`src/rtl/xnor_pattern_detector.sv`:
```
// xnor_pattern_detector
//   Bitwise XNOR of each accepted word against a stored pattern, with
//   full-word equality flag, consecutive-match run counter, one-cycle
//   detection pulse and a saturating detection counter.
//   Optional feature macro: XNOR_MASK_EN (adds mask_in; masked-off bits
//   always count as equal in eq, xnor_out stays the raw XNOR).
module xnor_pattern_detector #(
  parameter  int WIDTH     = 8,
  parameter  int MATCH_LEN = 4,
  parameter  int CNT_W     = 8,
  localparam int RC_W      = $clog2(MATCH_LEN + 1)
) (
  input  logic             clk,
  input  logic             rst,
  input  logic             load,
  input  logic [WIDTH-1:0] pattern_in,
  input  logic             in_valid,
  input  logic [WIDTH-1:0] data_in,
`ifdef XNOR_MASK_EN
  input  logic [WIDTH-1:0] mask_in,
`endif
  output logic [WIDTH-1:0] xnor_out,
  output logic             eq,
  output logic [RC_W-1:0]  run_cnt,
  output logic             detect,
  output logic [CNT_W-1:0] hit_cnt,
  output logic             armed
);

  typedef enum logic [1:0] {
    EMPTY  = 2'd0,
    SEARCH = 2'd1,
    HIT    = 2'd2
  } state_t;

  // Run count value at which the next matching sample completes a detection.
  localparam logic [RC_W-1:0] RUN_LAST = RC_W'(MATCH_LEN - 1);

  state_t           state_q, state_d;
  logic [WIDTH-1:0] pat_q, pat_d;
  logic [WIDTH-1:0] xnor_q, xnor_d;
  logic             eq_q, eq_d;
  logic [RC_W-1:0]  run_q, run_d;
  logic [CNT_W-1:0] hit_q, hit_d;
  logic             armed_q, armed_d;

  logic [WIDTH-1:0] xnor_w;
  logic [WIDTH-1:0] cmp_w;
  logic             match_w;

  // Detection counter sticks at all-ones instead of wrapping.
  function automatic logic [CNT_W-1:0] sat_inc(input logic [CNT_W-1:0] v);
    return (&v) ? v : v + 1'b1;
  endfunction

  assign xnor_w = ~(data_in ^ pat_q);
`ifdef XNOR_MASK_EN
  assign cmp_w  = xnor_w | ~mask_in;
`else
  assign cmp_w  = xnor_w;
`endif
  assign match_w = &cmp_w;

  // Next-state and datapath update; load wins over a same-cycle sample.
  always_comb begin
    state_d = state_q;
    pat_d   = pat_q;
    xnor_d  = xnor_q;
    eq_d    = eq_q;
    run_d   = run_q;
    hit_d   = hit_q;
    armed_d = armed_q;
    case (state_q)
      EMPTY: begin
        if (load) begin
          pat_d   = pattern_in;
          armed_d = 1'b1;
          state_d = SEARCH;
        end
      end
      default: begin
        state_d = SEARCH;
        if (load) begin
          pat_d = pattern_in;
          run_d = '0;
        end else if (in_valid) begin
          xnor_d = xnor_w;
          eq_d   = match_w;
          if (match_w && (run_q == RUN_LAST)) begin
            run_d   = '0;
            hit_d   = sat_inc(hit_q);
            state_d = HIT;
          end else if (match_w) begin
            run_d = run_q + 1'b1;
          end else begin
            run_d = '0;
          end
        end
      end
    endcase
  end

  // State and output registers; reset returns to EMPTY and forgets the pattern.
  always_ff @(posedge clk) begin
    if (rst) begin
      state_q <= EMPTY;
      pat_q   <= '0;
      xnor_q  <= '0;
      eq_q    <= 1'b0;
      run_q   <= '0;
      hit_q   <= '0;
      armed_q <= 1'b0;
    end else begin
      state_q <= state_d;
      pat_q   <= pat_d;
      xnor_q  <= xnor_d;
      eq_q    <= eq_d;
      run_q   <= run_d;
      hit_q   <= hit_d;
      armed_q <= armed_d;
    end
  end

  assign xnor_out = xnor_q;
  assign eq       = eq_q;
  assign run_cnt  = run_q;
  assign detect   = (state_q == HIT);
  assign hit_cnt  = hit_q;
  assign armed    = armed_q;

endmodule

```
`config.mk`:
```
export PLATFORM = sky130hd
export DESIGN_NAME = xnor_pattern_detector
export DESIGN_NICKNAME = d
export VERILOG_FILES = /design/src/rtl/xnor_pattern_detector.sv
export SDC_FILE = /design/constraint.sdc
export NUM_CORES = 1
export LEC_CHECK = 0
export CORE_UTILIZATION = 33
export CTS_BUF_LIST = sky130_fd_sc_hd__clkbuf_2
export DETAILED_ROUTE_END_ITERATION = 8
export GPL_TIMING_DRIVEN = 0
export HOLD_SLACK_MARGIN = 0.02
export PLACE_DENSITY = 0.62
export RECOVER_POWER = 25
export SETUP_SLACK_MARGIN = 0.1
export SLEW_MARGIN = 20
export SYNTH_ARGS = -nofsm -noshare
export SYNTH_HDL_FRONTEND = slang
export SYNTH_SLANG_ARGS = --single-unit
```
`constraint.sdc`:
```
create_clock -name clk -period 4.4 [get_ports clk]
set_clock_uncertainty 0.15 [all_clocks]
set_input_delay 0.88 -clock clk [delete_from_list [all_inputs] [get_ports clk]]
set_output_delay 0.88 -clock clk [all_outputs]
set_load 0.01 [all_outputs]
```
== After elaboration in Yosys (flattened, before gate mapping) ==
Cells that the tools add are included.

* Add/subtract/negate cells: 2
* Reductions and logical operators: 9
* Multipliers: 0
* Bitwise gates (word level): 5
* Divide/modulo/power cells: 0
* Equal/unequal tests: 3
* Shifts and indexed selects: 0
* $lt $le $gt $ge: 0
* Mux-type cells: 9

{| class="wikitable"
|+ Operators with widths
! operator !! count
|-
| $reduce_and A8 Y1 || 2
|-
| $mux W3 || 4
|-
| $mux W2 || 5
|-
| $add A8 B1 Y8 const B || 1
|-
| $not A8 Y8 || 1
|-
| $xor A8 B8 Y8 || 1
|-
| $reduce_and A5 Y1 || 1
|-
| $reduce_and A2 Y1 || 2
|-
| $add A3 B1 Y3 const B || 1
|-
| $eq A3 B2 Y1 const B || 1
|-
| $not A1 Y1 || 3
|-
| $reduce_and A3 Y1 || 1
|-
| $eq A2 B2 Y1 const B || 1
|-
| $logic_not A2 Y1 || 1
|-
| $ne A2 B2 Y1 const B || 1
|-
| $reduce_bool A2 Y1 || 1
|-
| $logic_and A1 B1 Y1 || 1
|}

* Memory bits (read-only): 0
* Logic and storage cells: 35
* Bits in latches: 0
* Register bits: 31
* Memory bits (writable): 0
* Memories kept: 0
* Output and inout port bits: 22

== Longest topological paths before layout ==
Gate-level depths: netlist of run 1.

* Depth in word-level cells: 8
* Mapped depth: 6

== Least setup slack after synthesis of run 1 ==
Ideal clock, no wire load.

* Kind: in2reg
* Start: in data_in[1]
* End: reg hit_q[7] (netlist: hit_cnt[7])
* Setup slack: 2.134 ns
* Setup time: 0.121 ns
* Arrival time: 1.996 ns
* Stages on the path: 5
* Data required time: 4.129 ns
* Path buffers: 0
* Cells stage by stage: xnor2_1 and4_1 nand4_2 nor4_1 mux2_2

* Cells in the longest elaborated chain, start to end: 5

{| class="wikitable"
|+ RTL lines
! what !! line !! RTL
|-
| start: declaration || 18 || <nowiki>input logic [WIDTH-1:0] data_in,</nowiki>
|-
| $xor A8 B8 Y8 || 56 || <nowiki>assign xnor_w = ~(data_in ^ pat_q);</nowiki>
|-
| $not A8 Y8 || 56 ||
|-
| $reduce_and A8 Y1 || 62 || <nowiki>assign match_w = &cmp_w;</nowiki>
|-
| $logic_and A1 B1 Y1 || 89 || <nowiki>if (match_w && (run_q == RUN_LAST)) begin</nowiki>
|-
| $reduce_and A5 Y1 (no source line) || - ||
|-
| end signal: assignment || 119 || <nowiki>hit_q <= hit_d;</nowiki>
|-
| end: declaration || 44 || <nowiki>logic [CNT_W-1:0] hit_q, hit_d;</nowiki>
|}

No other way between the ends.
A chain may end at the register's enable or synchronous reset.

== Worst setup path after layout of run 1 ==
* Start: in data_in[7]
* End: reg run_q[0] (netlist: run_cnt[0])

* Cells in the longest elaborated chain, start to end: 7
* Elaborated cells on any way between the ends: 8

{| class="wikitable"
|+ RTL lines
! what !! line !! RTL
|-
| $xor A8 B8 Y8 * || 56 ||
|-
| $not A8 Y8 * || 56 ||
|-
| $reduce_and A8 Y1 * || 62 ||
|-
| $mux W3 / $logic_and A1 B1 Y1 (equally long branches) || 93, 89 ||
|-
| $mux W3 * || 89 ||
|-
| $mux W3 * || 86 || <nowiki>end else if (in_valid) begin</nowiki>
|-
| $mux W3 * || 83 || <nowiki>if (load) begin</nowiki>
|-
| end signal: assignment || 118 || <nowiki>run_q <= run_d;</nowiki>
|-
| end: declaration || 43 || <nowiki>logic [RC_W-1:0] run_q, run_d;</nowiki>
|}

Mark *: on every way between the ends. The rest lies on a longest branch, timed or not. The select of a mux whose other input is x is not followed.

==> summary.txt, run 1 <==
Worst setup path
  • Worst r2r src: pat_q[7]
  • Buf/Inv on CP: 2
  • CP max-delay cell: clkdlybuf4s50_1
  • Startpoint Class: primary input
  • Reg-to-reg endpoint: run_cnt[0]
  • CP cell instances: clkdlybuf4s50_1, xnor2_1, and4_1, nand4_2, buf_2, nand2b_1, o41ai_1
  • Worst r2r path cells: 6
  • R2r setup slk: 2.40 ns
  • CP arrival: 2.69 ns
  • Setup CP Type: primary input to flop
  • WP data required: roughly 4.5 ns
  • CP Capture Type: flop
  • Critical path's top delay family: simple AND/OR/NAND/NOR gates
  • Critical path's largest stage delay: 0.41 ns
  • Maximum fanout along the worst path: 10

Clock network
  • CTS tree: built
  • CTS root buf: clkbuf_2
  • Setup Fix Bufs, Post-CTS: 0
  • CTS resizes: 0
  • Clock-pin slew on the worst setup and hold paths: 0.16 ns
  • Clk_lat worst skew: 0.37 ns
  • CTS max path bufs: 2
  • Hold_buf cts: 0
  • H-tree depth: 2
  • Clk sinks: 31
  • CTS Buf Count: 5

Yosys
  • Post-Syn Area: 1390 µm²
  • Synthesized net count: 172
  • Ys async rst share: 0
  • Top cells by count, synth: dfxtp_1 (31), nor2_1 (26), mux2i_1 (15), a21oi_1 (8)
  • Top_reg_cell synth: dfxtp_1
  • Top-area cell type share of the netlist area: 0.447
  • Seq/Total Area, Yosys: 0.447
  • Post-synth EDFFs: 0
  • Synth warn: 0
  • Mean Syn Cell Area: 9.32 µm²
  • Netlist cell types: 32
  • Post-Synthesis Cells: 149
  • Cell with the most instances after synthesis: dfxtp_1
  • Seq cells post-synth: 31
  • Top cells by area, synth: dfxtp_1 (45%), mux2i_1 (11%), nor2_1 (7.0%)
  • Area leader, netlist: dfxtp_1

Power
  • Logic pwr share: 0.130
  • Sequential fraction of design power: 0.607
  • Power per Cell Area: 255 nW/µm²
  • P_leak: around 0.7 nW
  • Power Internal: 0.358 mW
  • NetSw: 0.126 mW
  • Sw Share: 0.261
  • Clock power share: 0.262
  • VDD IR-drop max: around 0.00013 V

Flow run
  • Max-Cap Viols: 0

GRT
  • Met2 usage: 0.268
  • GRT Resource Usage Total: 0.164
  • Number of global-route vias before repair: 1162
  • Initial antenna violation count: 0
  • Top Usage Layer GRT: met2
  • Grt met1 use: 0.176
  • First-pass GRT wire length: 5240 µm
  • Largest net degree at the start of global routing: 11
  • Met3 Use GR: 0.0890
  • Total gr overflow: 0

Timing
  • Final clock period utilization by the worst path: 0.583
  • Worst slew margin: 0.592
  • Setup violators final: 0
  • Fmax achieved: 0.390 GHz
  • RSZ-0062 raised after global routing: no
  • Final worst setup slack: 1.84 ns
  • Setup Total Neg Slack: 0 ns
  • Final Hold Vio Count: 0
  • Crit path time final: 2.56 ns
  • Worst-Margin Slew: 0.613 ns
  • Max Slew Vio Count: 0

Hold path
  • Hold path endpoint: armed
  • Hold depth: 2
  • Hold Path Origin: armed
  • Min-Delay Path Class: flop to flop

Drt
  • Via density: ~4.9
  • Routed len/inst: 12.6 µm
  • Drt pass-1 iters: 4
  • Drt drc: 0
  • DR vias: 1215
  • Final ANT Viol Nets: 0
  • Detailed Route WL: 3100 µm
  • DR iter-0 viols: 73

Floorplan
  • Row count: 23
  • Die Span X: 66.9 µm
  • I/O pins: 42
  • DIE HEIGHT: about 67 µm
  • Initial Utilization: 0.345
  • Core Region: 4030 µm²
  • Die area: around 4500 µm²

Cells and area
  • Area of the multi-input gates: 732 µm²
  • Reg area: around 620 µm²
  • Layout Utilization: 0.470
  • Fill cell count: 396
  • Ant. Diodes: 0
  • Fin nets: 220
  • Synth-to-Final Area Change: 36.5%
  • Layout cells sized above 1: 0.0761
  • Fin area: 1900 µm²

Placement
  • Post-DP HPWL: 2400 µm
  • Dpl ws: approximately 1.4 ns
  • GP Congestion: 0.829
  • Post-DP Area: about 1900 µm²
  • Port bufs: 41

Run status
  • Status: finished clean
## worst register-to-register path, stage by stage, from the launching register on
cell and delay (ns):
dfxtp_1 0.35, xnor2_1 0.23, and4_1 0.25, nand4_2 0.16, buf_2 0.22, nand2b_1 0.24, o41ai_1 0.32
## layer usage
layer  share of wire  routed length (µm)  vias up
met5               0                   0        -
met4           0.013                  40        0
met3           0.084                 261        5
met2            0.49                1520       38
met1            0.41                1280      551
li1                -                   -      621
## flip-flops by register name, summed over array words and instances, names as in the netlist
register	count
state_q	2
eq	1
armed	1
xnor_out	8
run_cnt	3
hit_cnt	8
pat_q	8
## how the worst max path moves through the flow
stage,from,endpoint,slack (ns),cells past startpoint
floorplan,data_in[1],hit_cnt[7],2.13,5
detailed placement,data_in[7],hit_cnt[5],1.41,6
global placement,data_in[7],hit_cnt[5],1.49,6
CTS,data_in[7],run_cnt[0],1.81,7
finish,data_in[7],run_cnt[0],1.84,7
global route,data_in[7],run_cnt[0],1.74,7
## cells by family after synthesis
family	after synthesis	share of synthesized area
flops	31	0.447
xor+xnor	8	0.0505
mux	17	0.124
fa+ha+maj	3	0.0270
compound gates	19	0.0793
simple gates	62	0.246
buf+inv	9	0.0261
## power groups by stage
stage | clock network, mW | logic, mW | registers, mW
global placement | 0 | 0.0629 | 0.300
global route | 0.150 | 0.0700 | 0.295
CTS | 0.133 | 0.0649 | 0.294
detailed placement | 0 | 0.0648 | 0.300
floorplan | 0 | 0.0320 | 0.301
finish | 0.127 | 0.0632 | 0.294
## stage by stage
stage	power, mW	hold slack [ns]	std cells
floorplan	0.333	0.331	149
global placement	0.363	0.307	240
CTS	0.492	0.346	247
detailed placement	0.365	0.322	240
global route	0.516	0.372	247
finish	0.484	0.341	247
## layout by cell type, fill, tap and decap left out, types with 5 or more instances in the layout
cell / n
o21ai_0: 6
nand2_1: 7
clkdlybuf4s50_1: 38
xnor2_1: 7
clkbuf_2: 5
dfxtp_1: 31
mux2i_1: 15
nor2_1: 26
a21oi_1: 8
## area by class of cell
cell class,instances,share of cell area
inverters,3,0.00594
clock inverters,2,0.00462
flip-flops and latches,31,0.327
plain buffers,6,0.0132
multi-input cells,109,0.386
clock buffers,5,0.0132
well taps,50,0.0330
repair buffers,41,0.217
(Power assumes the default switching activity.)
==> run 2, diff against run 1 <==
PLACE_DENSITY = 0.64   (was 0.62)
clock period = 2.15 ns   (was 4.4 ns; I/O delays follow)
==> summary.txt, run 2 (synthesized netlist as in run 1, its figures left out) <==
Timing
  • Worst slew margin: 0.545 (-0.0470)
  • Final worst setup slack: 0.129 ns (-1.71 ns)
  • Fmax achieved: 0.495 GHz
  • Setup violators final: 0 (unchanged)
  • Worst-Margin Slew: 0.683 ns (+0.0705 ns)
  • Max Slew Vio Count: 0 (unchanged)
  • Final Hold Vio Count: 0 (unchanged)
  • Hold_ws: 0.337 ns (-0.00452 ns)
  • RSZ-0062 raised after global routing: yes
  • Final clock period utilization by the worst path: 0.940
  • Crit path time final: 2.02 ns

GRT
  • Initial antenna violation count: 0 (unchanged)
  • Number of global-route vias before repair: 1198 (+3.1%)
  • Largest net degree at the start of global routing: 11 (unchanged)
  • Total gr overflow: 0 (unchanged)
  • GRT Resource Usage Total: 0.163 (-0.000835)
  • First-pass GRT wire length: 5310 µm (+1.5%)

Floorplan
  • Row count: 23 (unchanged)
  • I/O pins: 42 (unchanged)
  • DIE HEIGHT: 66.9 µm (unchanged)
  • Core Region: 4030 µm² (unchanged)
  • Initial Utilization: 0.345 (unchanged)
  • Die Span X: 66.9 µm (unchanged)
  • Die area: 4470 µm² (unchanged)

Drt
  • Drt pass-1 iters: 4 (unchanged)
  • Drt drc: 0 (unchanged)
  • Via density: 4.92 (about the same)
  • Routed len/inst: 12.6 µm (-0.12%)
  • Detailed Route WL: 3140 µm (+1.1%)
  • DR iter-0 viols: 27 (-63%)
  • Final ANT Viol Nets: 0 (unchanged)
  • DR vias: 1229 (+1.2%)

Worst setup path
  • Startpoint Class: primary input
  • Maximum fanout along the worst path: 7 (-3)
  • CP arrival: 2.15 ns (-0.54 ns)
  • WP data required: 2.28 ns (-2.25 ns)
  • CP Capture Type: flop
  • Setup CP Type: primary input to flop

Clock network
  • Clock-pin slew on the worst setup and hold paths: 0.16 ns (about the same)
  • CTS max path bufs: 2 (unchanged)
  • Hold_buf cts: 0 (unchanged)
  • Clk sinks: 31 (unchanged)
  • Clk_lat worst skew: 0.36 ns (about the same)
  • CTS Buf Count: 5 (unchanged)
  • H-tree depth: 2 (unchanged)
  • CTS tree: built
  • CTS root buf: clkbuf_2

Power
  • VDD IR-drop max: 0.000334 V (+160%)
  • Power per Cell Area: 507 nW/µm² (+99%)
  • P_leak: 0.786 nW (+14%)

Cells and area
  • Fin nets: 222 (+0.91%)
  • Commonest non-fill, non-tap cell in the layout: clkdlybuf4s50_1
  • Most frequent cells in the layout: clkdlybuf4s50_1 (31), nor2_1 (26), dfxtp_1 (26)
  • Synth-to-Final Area Change: 43.9%
  • Ant. Diodes: 0 (unchanged)
  • Final cell count without fillers: 250 (+1.2%)
  • Layout cells sized above 1: 0.160 (+0.0839)
  • Fill cell count: 389 (-1.8%)
  • Layout Utilization: 0.496 (+0.0255)

Placement
  • Dpl ws: -0.399 ns (-1.81 ns)
  • GP Congestion: 0.779 (-6.0%)
  • Post-DP HPWL: 2320 µm (-3.4%)
  • Port bufs: 41 (unchanged)
  • Inst Count DP: 240 (unchanged)

Flow run
  • Max-Cap Viols: 0 (unchanged)

Hold path
  • Min-Delay Path Class: flop to flop

Run status
  • Status: finished clean
[run 2: where the power goes]
part	leakage, nW	switching, mW	internal [mW]
registers	0.255	0.0105	0.591
logic	0.498	0.0627	0.0753
clock network	0.0325	0.199	0.0745
[run 2: layer usage]
| layer | global-route usage | vias to the layer above | wire [µm] |
|---|---|---|---|
| met5 | 0 | - | 0 |
| met1 | 0.178 | 567 | 1400 |
| met3 | 0.0719 | 4 | 223 |
| met4 | 0.0479 | 0 | 23 |
| met2 | 0.282 | 39 | 1490 |
| li1 | - | 619 | - |
[run 2: layout make-up]
cell class,instances,area (µm²),area share
Buffer,6,26.3,0.0131
Clock buffer,5,25.0,0.0125
Clock inverter,3,15.0,0.00751
Inverter,3,11.3,0.00564
Multi-Input combinational cell,109,803,0.402
Sequential cell,31,627,0.314
Tap cell,50,62.6,0.0313
Timing Repair Buffer,43,428,0.214
[run 2: critical path, cell delays in order]
cell and delay (ns):
clkdlybuf4s50_1 0.51, xnor2_2 0.13, and4_4 0.25, nand4_4 0.14, clkbuf_1 0.20, nand2b_1 0.26, o41ai_2 0.23
[run 2: path summary, 6_finish.rpt]
path	startpoint	endpoint	slack, ns	cells past startpoint
setup / recovery	data_in[7]	run_cnt[0]	0.13	7
hold / removal	armed	armed	0.34	2
setup reg to reg	run_cnt[0]	hit_cnt[5]	0.25	6
hold reg to reg	armed	armed	0.34	2
[run 2: metrics by stage]
step           total power, mW  setup TNS [ns]  instance area (µm²)
3_5_place_dp             0.747           -6.16                 1860
2_1_floorplan            0.681               0                 1390
3_3_place_gp             0.743           -3.85                 1860
6_report                  1.01               0                 2000
5_1_grt                   1.09               0                 2000
4_1_cts                   1.04               0                 1940
[run 2: timing repair]
item                                    in CTS  in global routing
pin swaps                                    0                  4
cloned                                       0                  1
resized for setup                            7                 15
buffers inserted                             0                  1
endpoints found under the setup margin       5                 16
==> run 3, diff against run 2 <==
--- a/constraint.sdc
+++ b/constraint.sdc
@@ -4,2 +4,2 @@
 set_output_delay 0.43 -clock clk [all_outputs]
-set_load 0.01 [all_outputs]
+set_load 0.1 [all_outputs]
==> summary.txt, run 3 (synthesized netlist as in run 1, its figures left out) <==
Clock network
  • Clock-pin slew on the worst setup and hold paths: 0.15 ns (about the same)
  • CTS root buf: clkbuf_2
  • Hold_buf cts: 0 (unchanged)
  • Clk_lat worst skew: 0.36 ns (about the same)
  • CTS tree: built
  • CTS max path bufs: 2 (unchanged)
  • Clk sinks: 31 (unchanged)
  • H-tree depth: 2 (unchanged)
  • CTS Buf Count: 5 (unchanged)

Placement
  • Post-DP HPWL: 2370 µm (+2.2%)
  • Post-DP Area: 1880 µm² (+1.1%)
  • Port bufs: 41 (unchanged)
  • GP Congestion: 0.830 (+6.5%)

Power
  • VDD IR-drop max: 0.000338 V (+1.2%)
  • Total power: 1.05 mW (+3.8%)
  • Power per Cell Area: 521 nW/µm² (+2.7%)
  • P_leak: 0.740 nW (-5.7%)

Timing
  • Fmax achieved: 0.496 GHz (+0.34%)
  • Worst slew margin: 0.584 (+0.0394)
  • Hold_ws: 0.326 ns (-0.0104 ns)
  • Max Slew Vio Count: 0 (unchanged)
  • Crit path time final: 2.01 ns (-0.00676 ns)
  • Setup violators final: 0 (unchanged)
  • Worst-Margin Slew: 0.624 ns (-0.0591 ns)
  • Final clock period utilization by the worst path: 0.937 (-0.00314)
  • Setup Total Neg Slack: 0 ns (unchanged)
  • RSZ-0062 raised after global routing: no
  • Final Hold Vio Count: 0 (unchanged)

Worst setup path
  • WP data required: 2.30 ns (+0.02 ns)
  • Startpoint Class: primary input
  • R2r setup slk: 0.17 ns (-0.08 ns)
  • Reg-to-reg endpoint: hit_cnt[5]
  • CP Capture Type: flop
  • Worst r2r path cells: 6 (unchanged)
  • Worst setup path start: data_in[7]
  • Worst r2r src: run_cnt[0]
  • Setup CP Type: primary input to flop
  • CP arrival: 2.17 ns (+0.02 ns)
  • Worst setup path end: hit_cnt[2]
  • Maximum fanout along the worst path: 10 (+3)

Floorplan
  • I/O pins: 42 (unchanged)
  • Die Span X: 66.9 µm (unchanged)
  • Die area: 4470 µm² (unchanged)
  • DIE HEIGHT: 66.9 µm (unchanged)
  • Initial Utilization: 0.345 (unchanged)
  • Core Region: 4030 µm² (unchanged)
  • Row count: 23 (unchanged)

Cells and area
  • Layout cells sized above 1: 0.295 (+0.135)
  • Synth-to-Final Area Change: 45.4%
  • Area of the multi-input gates: 798 µm² (-0.62%)
  • Ant. Diodes: 0 (unchanged)
  • Commonest non-fill, non-tap cell in the layout: nor2_1
  • Reg area: 638 µm² (+1.8%)
  • Most frequent cells in the layout: nor2_1 (26), dfxtp_1 (21), clkdlybuf4s15_2 (21)
  • Fin area: 2020 µm² (+1.1%)
  • Fill cell count: 402 (+3.3%)
  • Fin nets: 222 (unchanged)

Run status
  • Status: finished clean

Drt
  • DR iter-0 viols: 29 (+7.4%)
  • DR vias: 1241 (+0.98%)
  • Drt pass-1 iters: 4 (unchanged)
  • Drt drc: 0 (unchanged)
  • Via density: 4.96 (+0.98%)
  • Final ANT Viol Nets: 0 (unchanged)
  • Detailed Route WL: 3140 µm (about the same)
  • Routed len/inst: 12.6 µm (about the same)

GRT
  • Largest net degree at the start of global routing: 11 (unchanged)
  • Number of global-route vias before repair: 1171 (-2.3%)
  • GRT Resource Usage Total: 0.157 (-0.00582)
  • Total gr overflow: 0 (unchanged)
  • First-pass GRT wire length: 5140 µm (-3.3%)
  • Initial antenna violation count: 0 (unchanged)

Hold path
  • Hold Path Origin: run_cnt[0]
  • Min-Delay Path Class: flop to flop

Flow run
  • Max-Cap Viols: 0 (unchanged)
-- run 3: worst min-delay path by stage --
stage,to,cells past startpoint
after CTS,run_cnt[0],1
after detailed placement,run_cnt[2],2
after floorplan,pat_q[5],2
after global routing,run_cnt[0],1
final,run_cnt[0],1
after global placement,run_cnt[2],2
-- run 3: where the power goes --
part	leakage, nW	internal, mW	switching (mW)
Sequential	0.258	0.589	0.0117
Combinational	0.454	0.0768	0.105
Clock	0.0281	0.0782	0.192
-- run 3: area by class of cell --
cell class / instances / share of cell area
repair buffers: 43 / 0.221
plain buffers: 6 / 0.0124
multi-input cells: 109 / 0.395
well taps: 50 / 0.0310
clock buffers: 6 / 0.0149
clock inverters: 2 / 0.00372
flip-flops and latches: 31 / 0.316
inverters: 3 / 0.00558
-- run 3: metrics by stage --
stage	std cells	setup slack [ns]	util
4_1_cts	248	0.0778	0.489
2_1_floorplan	149	0.198	-
3_5_place_dp	240	-0.411	0.467
3_3_place_gp	240	-0.309	0.467
5_1_grt	250	0.0637	0.501
6_report	250	0.136	0.501
-- run 3: metal layers --
metal  up-vias  share of wire  track usage
met5         -              0            0
met4         0          0.012       0.0559
met3         5          0.078       0.0685
met2        40           0.49        0.270
met1       570           0.41        0.170
li1        626              -            -
-- run 3: critical path: stages --
cell             delay [ns]
clkdlybuf4s50_1        0.50
xnor2_2                0.14
and4_4                 0.26
nand4_4                0.12
clkbuf_2               0.21
or3_1                  0.36
a21oi_1                0.14
-- run 3: repair_timing --
item	4_1_cts	5_1_grt
gates cloned	0	0
gates resized for setup	70	9
setup endpoints to repair	26	14
pin swaps	1	1
setup buffers	0	2
